===== config.mk =====
export PLATFORM = sky130hd
export DESIGN_NAME = blink_frame_ctrl_flat
export DESIGN_NICKNAME = d
export VERILOG_FILES = /design/src/rtl/blink_frame_ctrl_pkg.sv /design/src/rtl/blink_frame_ctrl_if.sv /design/src/rtl/blink_frame_ctrl_cfg_shadow_reg.sv /design/src/rtl/blink_frame_ctrl.sv /design/src/flat_wrapper.sv
export SDC_FILE = /design/constraint.sdc
export NUM_CORES = 1
export LEC_CHECK = 0
export ABC_CLOCK_PERIOD_IN_PS = 5800
export BUFFER_PORTS_ARGS = -buffer_cell sky130_fd_sc_hd__buf_2
export CAP_MARGIN = 30
export CORE_MARGIN = 1.5
export CORE_UTILIZATION = 45
export DETAILED_ROUTE_END_ITERATION = 6
export GPL_ROUTABILITY_DRIVEN = 0
export PLACE_DENSITY = 0.63
export SLEW_MARGIN = 10
export SYNTH_ARGS = -nofsm -noshare
export SYNTH_HDL_FRONTEND = slang
export SYNTH_SLANG_ARGS = --single-unit
export TNS_END_PERCENT = 5

===== constraint.sdc =====
create_clock -name i_pclk -period 5.8 [get_ports i_pclk]
set_input_delay 0.58 -clock i_pclk [delete_from_list [all_inputs] [get_ports i_pclk]]
set_output_delay 0.58 -clock i_pclk [all_outputs]
set_load 0.01 [all_outputs]

===== src/rtl/blink_frame_ctrl_pkg.sv =====
// Shared mode codes and FSM state encoding for the frame-synchronous blink controller.
package blink_pkg;

    localparam logic [1:0] MODE_OFF    = 2'b00;
    localparam logic [1:0] MODE_STEADY = 2'b01;
    localparam logic [1:0] MODE_BLINK  = 2'b10;
    localparam logic [1:0] MODE_BURST  = 2'b11;

    typedef enum logic [2:0] {
        S_OFF       = 3'd0,
        S_STEADY    = 3'd1,
        S_BLINK_ON  = 3'd2,
        S_BLINK_OFF = 3'd3,
        S_BURST_ON  = 3'd4,
        S_BURST_OFF = 3'd5
    } state_t;

    function automatic logic state_lit(input state_t s);
        return (s == S_STEADY) || (s == S_BLINK_ON) || (s == S_BURST_ON);
    endfunction

endpackage


===== src/rtl/blink_frame_ctrl_if.sv =====
// Command channel of the blink controller: valid/ready handshake plus mode and period fields.
interface blink_frame_ctrl_if #(
    parameter int CNT_WIDTH = 8
);
    logic                 cfg_valid;
    logic                 cfg_ready;
    logic [1:0]           cfg_mode;
    logic [CNT_WIDTH-1:0] cfg_on;
    logic [CNT_WIDTH-1:0] cfg_off;
    logic [3:0]           cfg_burst;

    modport master (
        output cfg_valid, cfg_mode, cfg_on, cfg_off, cfg_burst,
        input  cfg_ready
    );

    modport slave (
        input  cfg_valid, cfg_mode, cfg_on, cfg_off, cfg_burst,
        output cfg_ready
    );
endinterface


===== src/rtl/blink_frame_ctrl_cfg_shadow_reg.sv =====
// Command shadow register: accepts one command, holds it pending until the next frame tick.
// Ready is low from the cycle after acceptance until the cycle after the command is applied.
module cfg_shadow_reg
    import blink_pkg::*;
#(
    parameter int CNT_WIDTH = 8,
    parameter int DEF_ON    = 30,
    parameter int DEF_OFF   = 30
) (
    input  logic                 i_pclk,
    input  logic                 i_rst_n,
    input  logic                 tick,
    blink_frame_ctrl_if.slave    cfg,
    output logic                 apply,
    output logic [1:0]           sh_mode,
    output logic [CNT_WIDTH-1:0] sh_on,
    output logic [CNT_WIDTH-1:0] sh_off,
    output logic [3:0]           sh_burst
);

    logic pending;

    assign cfg.cfg_ready = ~pending;
    // pending is still 0 in the acceptance cycle, so a same-cycle tick cannot apply it
    assign apply         = tick & pending;

    always_ff @(posedge i_pclk or negedge i_rst_n) begin
        if (!i_rst_n) begin
            pending  <= 1'b0;
            sh_mode  <= MODE_OFF;
            sh_on    <= CNT_WIDTH'(DEF_ON);
            sh_off   <= CNT_WIDTH'(DEF_OFF);
            sh_burst <= 4'd0;
        end else if (cfg.cfg_valid && !pending) begin
            pending  <= 1'b1;
            sh_mode  <= cfg.cfg_mode;
            sh_on    <= cfg.cfg_on;
            sh_off   <= cfg.cfg_off;
            sh_burst <= cfg.cfg_burst;
        end else if (apply) begin
            pending  <= 1'b0;
        end
    end

endmodule


===== src/rtl/blink_frame_ctrl.sv =====
// Frame-synchronous blink flag generator; FSM advances only on the vblank rising edge.
// Outputs change 1 clock after the tick; commands wait in the shadow register (ready low) until then.
module blink_frame_ctrl
    import blink_pkg::*;
#(
    parameter int CNT_WIDTH = 8,
    parameter int DEF_ON    = 30,
    parameter int DEF_OFF   = 30
) (
    input  logic              i_pclk,
    input  logic              i_rst_n,
    input  logic              i_vblnk,
    blink_frame_ctrl_if.slave cfg,
    output logic              o_blink,
    output logic              o_frame_tick,
    output logic              o_done
);

    localparam logic [CNT_WIDTH-1:0] ONE = CNT_WIDTH'(1);

    logic                 vblnk_q;
    logic                 tick;
    logic                 apply;
    logic [1:0]           sh_mode;
    logic [CNT_WIDTH-1:0] sh_on;
    logic [CNT_WIDTH-1:0] sh_off;
    logic [3:0]           sh_burst;

    state_t               state, state_nxt;
    logic [CNT_WIDTH-1:0] cnt, cnt_nxt;
    logic [CNT_WIDTH-1:0] on_len, on_len_nxt;
    logic [CNT_WIDTH-1:0] off_len, off_len_nxt;
    logic [3:0]           burst_rem, burst_rem_nxt;
    logic                 done_nxt;

    assign tick = i_vblnk & ~vblnk_q;

    cfg_shadow_reg #(
        .CNT_WIDTH (CNT_WIDTH),
        .DEF_ON    (DEF_ON),
        .DEF_OFF   (DEF_OFF)
    ) u_shadow (
        .i_pclk   (i_pclk),
        .i_rst_n  (i_rst_n),
        .tick     (tick),
        .cfg      (cfg),
        .apply    (apply),
        .sh_mode  (sh_mode),
        .sh_on    (sh_on),
        .sh_off   (sh_off),
        .sh_burst (sh_burst)
    );

    always_comb begin
        state_nxt     = state;
        cnt_nxt       = cnt;
        on_len_nxt    = on_len;
        off_len_nxt   = off_len;
        burst_rem_nxt = burst_rem;
        done_nxt      = 1'b0;
        if (apply) begin
            // a new command wins over any phase change due on this tick
            cnt_nxt       = '0;
            on_len_nxt    = (sh_on  == '0) ? ONE : sh_on;
            off_len_nxt   = (sh_off == '0) ? ONE : sh_off;
            burst_rem_nxt = sh_burst;
            case (sh_mode)
                MODE_STEADY: state_nxt = S_STEADY;
                MODE_BLINK:  state_nxt = S_BLINK_ON;
                MODE_BURST: begin
                    if (sh_burst == 4'd0) begin
                        state_nxt = S_OFF;
                        done_nxt  = 1'b1;
                    end else begin
                        state_nxt = S_BURST_ON;
                    end
                end
                default:     state_nxt = S_OFF;
            endcase
        end else if (tick) begin
            case (state)
                S_BLINK_ON, S_BURST_ON: begin
                    if (cnt + ONE == on_len) begin
                        state_nxt = (state == S_BLINK_ON) ? S_BLINK_OFF : S_BURST_OFF;
                        cnt_nxt   = '0;
                    end else begin
                        cnt_nxt   = cnt + ONE;
                    end
                end
                S_BLINK_OFF: begin
                    if (cnt + ONE == off_len) begin
                        state_nxt = S_BLINK_ON;
                        cnt_nxt   = '0;
                    end else begin
                        cnt_nxt   = cnt + ONE;
                    end
                end
                S_BURST_OFF: begin
                    if (cnt + ONE == off_len) begin
                        cnt_nxt       = '0;
                        burst_rem_nxt = burst_rem - 4'd1;
                        if (burst_rem == 4'd1) begin
                            state_nxt = S_OFF;
                            done_nxt  = 1'b1;
                        end else begin
                            state_nxt = S_BURST_ON;
                        end
                    end else begin
                        cnt_nxt = cnt + ONE;
                    end
                end
                default: ;
            endcase
        end
    end

    always_ff @(posedge i_pclk or negedge i_rst_n) begin
        if (!i_rst_n) begin
            vblnk_q      <= 1'b0;
            state        <= S_OFF;
            cnt          <= '0;
            on_len       <= CNT_WIDTH'(DEF_ON);
            off_len      <= CNT_WIDTH'(DEF_OFF);
            burst_rem    <= 4'd0;
            o_blink      <= 1'b0;
            o_frame_tick <= 1'b0;
            o_done       <= 1'b0;
        end else begin
            vblnk_q      <= i_vblnk;
            state        <= state_nxt;
            cnt          <= cnt_nxt;
            on_len       <= on_len_nxt;
            off_len      <= off_len_nxt;
            burst_rem    <= burst_rem_nxt;
            o_blink      <= state_lit(state_nxt);
            o_frame_tick <= tick;
            o_done       <= done_nxt;
        end
    end

endmodule


===== src/flat_wrapper.sv =====
// flat-port wrapper written by rule: the top's interface ports become plain ports
module blink_frame_ctrl_flat import blink_pkg::*;
#(
    parameter int CNT_WIDTH = 8,
    parameter int DEF_ON    = 30,
    parameter int DEF_OFF   = 30
)
  (i_pclk, i_rst_n, i_vblnk, o_blink, o_frame_tick, o_done, cfg_cfg_valid, cfg_cfg_mode, cfg_cfg_on, cfg_cfg_off, cfg_cfg_burst, cfg_cfg_ready);
  blink_frame_ctrl_if #(.CNT_WIDTH(CNT_WIDTH)) cfg_i ();
  input  logic i_pclk;
  input  logic i_rst_n;
  input  logic i_vblnk;
  output logic o_blink;
  output logic o_frame_tick;
  output logic o_done;
  input wire logic [$bits(cfg_i.cfg_valid)-1:0] cfg_cfg_valid;
  input wire logic [$bits(cfg_i.cfg_mode)-1:0] cfg_cfg_mode;
  input wire logic [$bits(cfg_i.cfg_on)-1:0] cfg_cfg_on;
  input wire logic [$bits(cfg_i.cfg_off)-1:0] cfg_cfg_off;
  input wire logic [$bits(cfg_i.cfg_burst)-1:0] cfg_cfg_burst;
  output wire logic [$bits(cfg_i.cfg_ready)-1:0] cfg_cfg_ready;
  assign cfg_i.cfg_valid = cfg_cfg_valid;
  assign cfg_i.cfg_mode = cfg_cfg_mode;
  assign cfg_i.cfg_on = cfg_cfg_on;
  assign cfg_i.cfg_off = cfg_cfg_off;
  assign cfg_i.cfg_burst = cfg_cfg_burst;
  assign cfg_cfg_ready = cfg_i.cfg_ready;
  blink_frame_ctrl #(.CNT_WIDTH(CNT_WIDTH), .DEF_ON(DEF_ON), .DEF_OFF(DEF_OFF)) u_core (.i_pclk(i_pclk), .i_rst_n(i_rst_n), .i_vblnk(i_vblnk), .cfg(cfg_i), .o_blink(o_blink), .o_frame_tick(o_frame_tick), .o_done(o_done));
endmodule

==> results by group <==
Floorplanning
  • Die ar.: 0.00722 mm²
  • Die Y-Extent: 85.0 µm
  • Rows: 29
  • Core area: 0.00642 mm²
  • Top Ports: 30
  • Chip width: 85.0 µm
  • Initial Utilization: 0.471

Logic synthesis
  • Synth top area share: 0.348
  • Commonest cells in the netlist: 56 x nand2_1, 42 x dfrtp_1, 23 x mux2_2
  • Syn nets: 323
  • Most common cell in the synthesized netlist: nand2_1
  • Yosys cell types: 52
  • Avg Inst Size Synth: 10.3 µm²
  • Number of enable flip-flop cells after synthesis: 0
  • Cell area after synthesis: 0.00302 mm²
  • Register area share after synthesis: 0.487
  • Ys Warns: 0
  • Primary FF master, synth: dfrtp_1
  • Post-synth ARST share: 1.00
  • Register bit total from synthesis: 58
  • Top cells by area, synth: dfrtp_1 35%, dfstp_2 14%, mux2_2 8.6%
  • Synth area leader: dfrtp_1
  • Post-synthesis instance total: 294

STA
  • Slew margin rel.: 0.508
  • Worst-Margin Slew: 0.738 ns
  • Min Hold Slack: 0.347 ns
  • Setup tns final: 0 ns
  • Hold Fails Final Rpt: 0
  • Fmax: 362 MHz
  • Post-layout worst setup margin: 3.03 ns
  • Fin crit period: 2.77 ns
  • RSZ-0062 raised after global routing: no
  • Setup violations, final: 0
  • Worst clock skew: 0.0120 ns
  • Slew Viols, Final: 0
  • Period utilization: 0.477

Final layout
  • Ant. Diodes: 0
  • Layout Nets: 351
  • Layout cells sized above 1: 0.284
  • Area Overhead vs Synth: 14.5%
  • Fin area: 0.00346 mm²

Min path
  • Hold Path Class: primary input to register
  • Hold Startpoint: i_vblnk

Global route
  • Gr usage total: 0.188
  • Met2 Track Usage GR: 0.283
  • Largest net degree at the start of global routing: 59
  • Vias in the first global route: 2242
  • GR Overflow Total: 0
  • Met1 global-route usage: 0.262
  • M3 GR Usage: 0.0370
  • Global-route wire length before repair: 10.6 mm
  • GR peak layer: met2
  • Initial antenna violation count: 0

Power
  • P per Cell Area: 381 mW/mm²
  • Switching Fraction: 0.294
  • VDD IR max: 0.000200 V
  • NetSw: 388 µW
  • Internal power: 932 µW
  • Leak: 1.52 nW
  • Seq pwr share: 0.466
  • Combinational Power Share: 0.206
  • Clk pwr share: 0.328

Critical path
  • WP data arrival: 2.99 ns
  • CP Max Fanout: 13
  • Worst setup EP type: register
  • CP Launch Type: register
  • Critical path type: register to register
  • Setup crit start: u_core.cnt[0]$_DFFE_PN0P_
  • Worst R2R Start: u_core.cnt[0]$_DFFE_PN0P_
  • Critical Path RT: 6.02 ns

Outcome
  • Outcome: complete, no violations

Detailed routing
  • Routed via count: 2228
  • WL per Instance: 14.9 µm
  • DRC viols: 0
  • Final ANT Viol Nets: 0
  • Iteration-0 DRC Markers: 126
  • Drt pass-1 iters: 4
  • Via density per instance: 5.51
  • Final WL: 6.04 mm

CTS
  • CTS tree: yes
  • CTS Hold Buffers Added: 0
  • CTS clk-pin slew, worst paths: 0.08 ns
  • Clock sink total: 58
  • Setup repair bufs after CTS: 0
  • Clock insertion delay at the later pin of the skew report: 0.34 ns
  • CTS Root Cell: clkbuf_8
  • Post-CTS Resized: 0
  • H-Tree Depth: 3
  • Clock Path Buffers: 2
  • CTS Buf Count: 9

Place
  • Placed cell areas: 0.00321 mm²
  • Port Buffer Count: 29
  • Placement Setup Slack: 2.59 ns
  • Final HPWL DP: 4.19 mm

Run
  • Max-cap violations: 0
-- power by group through the flow --
stage	registers [mW]	logic, mW	clock network [mW]
2_1_floorplan	0.596	0.213	0
3_3_place_gp	0.619	0.260	0
3_5_place_dp	0.623	0.269	0
4_1_cts	0.616	0.270	0.442
5_1_grt	0.631	0.308	0.461
6_report	0.615	0.271	0.433
-- path summary, 6_finish.rpt --
check | slack (ns) | end | depth (start not counted)
max in group asynchronous | 4.92 | u_core.u_shadow.sh_on[0]$_DFFE_PN0P_ | 2
max reg2reg | 3.03 | u_core.cnt[1]$_DFFE_PN0P_ | 8
min in group asynchronous | 0.36 | u_core.cnt[5]$_DFFE_PN0P_ | 2
max | 3.03 | u_core.cnt[1]$_DFFE_PN0P_ | 8
min | 0.35 | u_core.vblnk_q$_DFF_PN0_ | 1
min reg2reg | 0.47 | u_core.on_len[1]$_DFFE_PN1P_ | 2
-- area by class of cell --
class                      instances  area (µm²)
clock inverter                     4        75.1
clock buffer                      12         155
sequential                        58        1470
timing repair buffer              32         195
tap                               77        96.3
inverter                           3        11.3
fill                             595        2960
multi-input combinational        218        1460
-- critical path, stage by stage (launching register included) --
cell	delay (ns)
dfrtp_1	0.52
ha_1	0.34
nand3_2	0.22
o22ai_1	0.22
nand4b_1	0.20
nor3_2	0.38
a21o_1	0.40
nor2_1	0.11
a22o_1	0.25
-- metal layers --
layer  wire length [µm]  part of all wire
met2               2720              0.45
met3                204             0.034
met1               3000              0.50
met5                  0                 0
met4                108             0.018
-- cell families after synthesis --
family,Yosys count,synth area share
and+or+nand+nor,125,0.208
DFF,58,0.487
AOI/OAI and AO/OA,46,0.110
muxes,24,0.0894
xor gates and xnor gates,20,0.0625
buffers and inverters,18,0.0319
adders and majority gates,3,0.0124
-- state kept, by name, indices dropped and copies added, names as in the netlist --
register                  cells
u_core.cnt                    8
u_core.off_len                8
u_core.state                  3
u_core.u_shadow.sh_burst      4
u_core.o_done                 1
u_core.o_blink                1
u_core.on_len                 8
u_core.o_frame_tick           1
u_core.vblnk_q                1
u_core.u_shadow.sh_off        8
u_core.u_shadow.sh_mode       2
u_core.u_shadow.pending       1
u_core.u_shadow.sh_on         8
u_core.burst_rem              4
-- cell usage in the layout, fill, tap and decap left out, types with 4 or more instances in the layout --
cell type	n
nand3_1	7
and3_1	5
nor2b_1	7
o21ai_0	5
xnor2_1	11
a21oi_1	8
o21a_1	6
clkbuf_8	11
xor2_1	8
nor4_1	4
nor2_1	12
mux2_2	23
buf_2	29
dfstp_2	16
nand2_1	56
dfrtp_1	42
o31ai_1	5
nor3_1	9
-- metrics by stage --
| stage | util | instances | total power [mW] |
|---|---|---|---|
| after floorplan | - | 294 | 0.809 |
| after global placement | 0.497 | 386 | 0.879 |
| after detailed placement | 0.499 | 387 | 0.892 |
| after CTS | 0.535 | 403 | 1.33 |
| after global routing | 0.539 | 404 | 1.40 |
| final | 0.539 | 404 | 1.32 |
(Power assumes the default switching activity.)
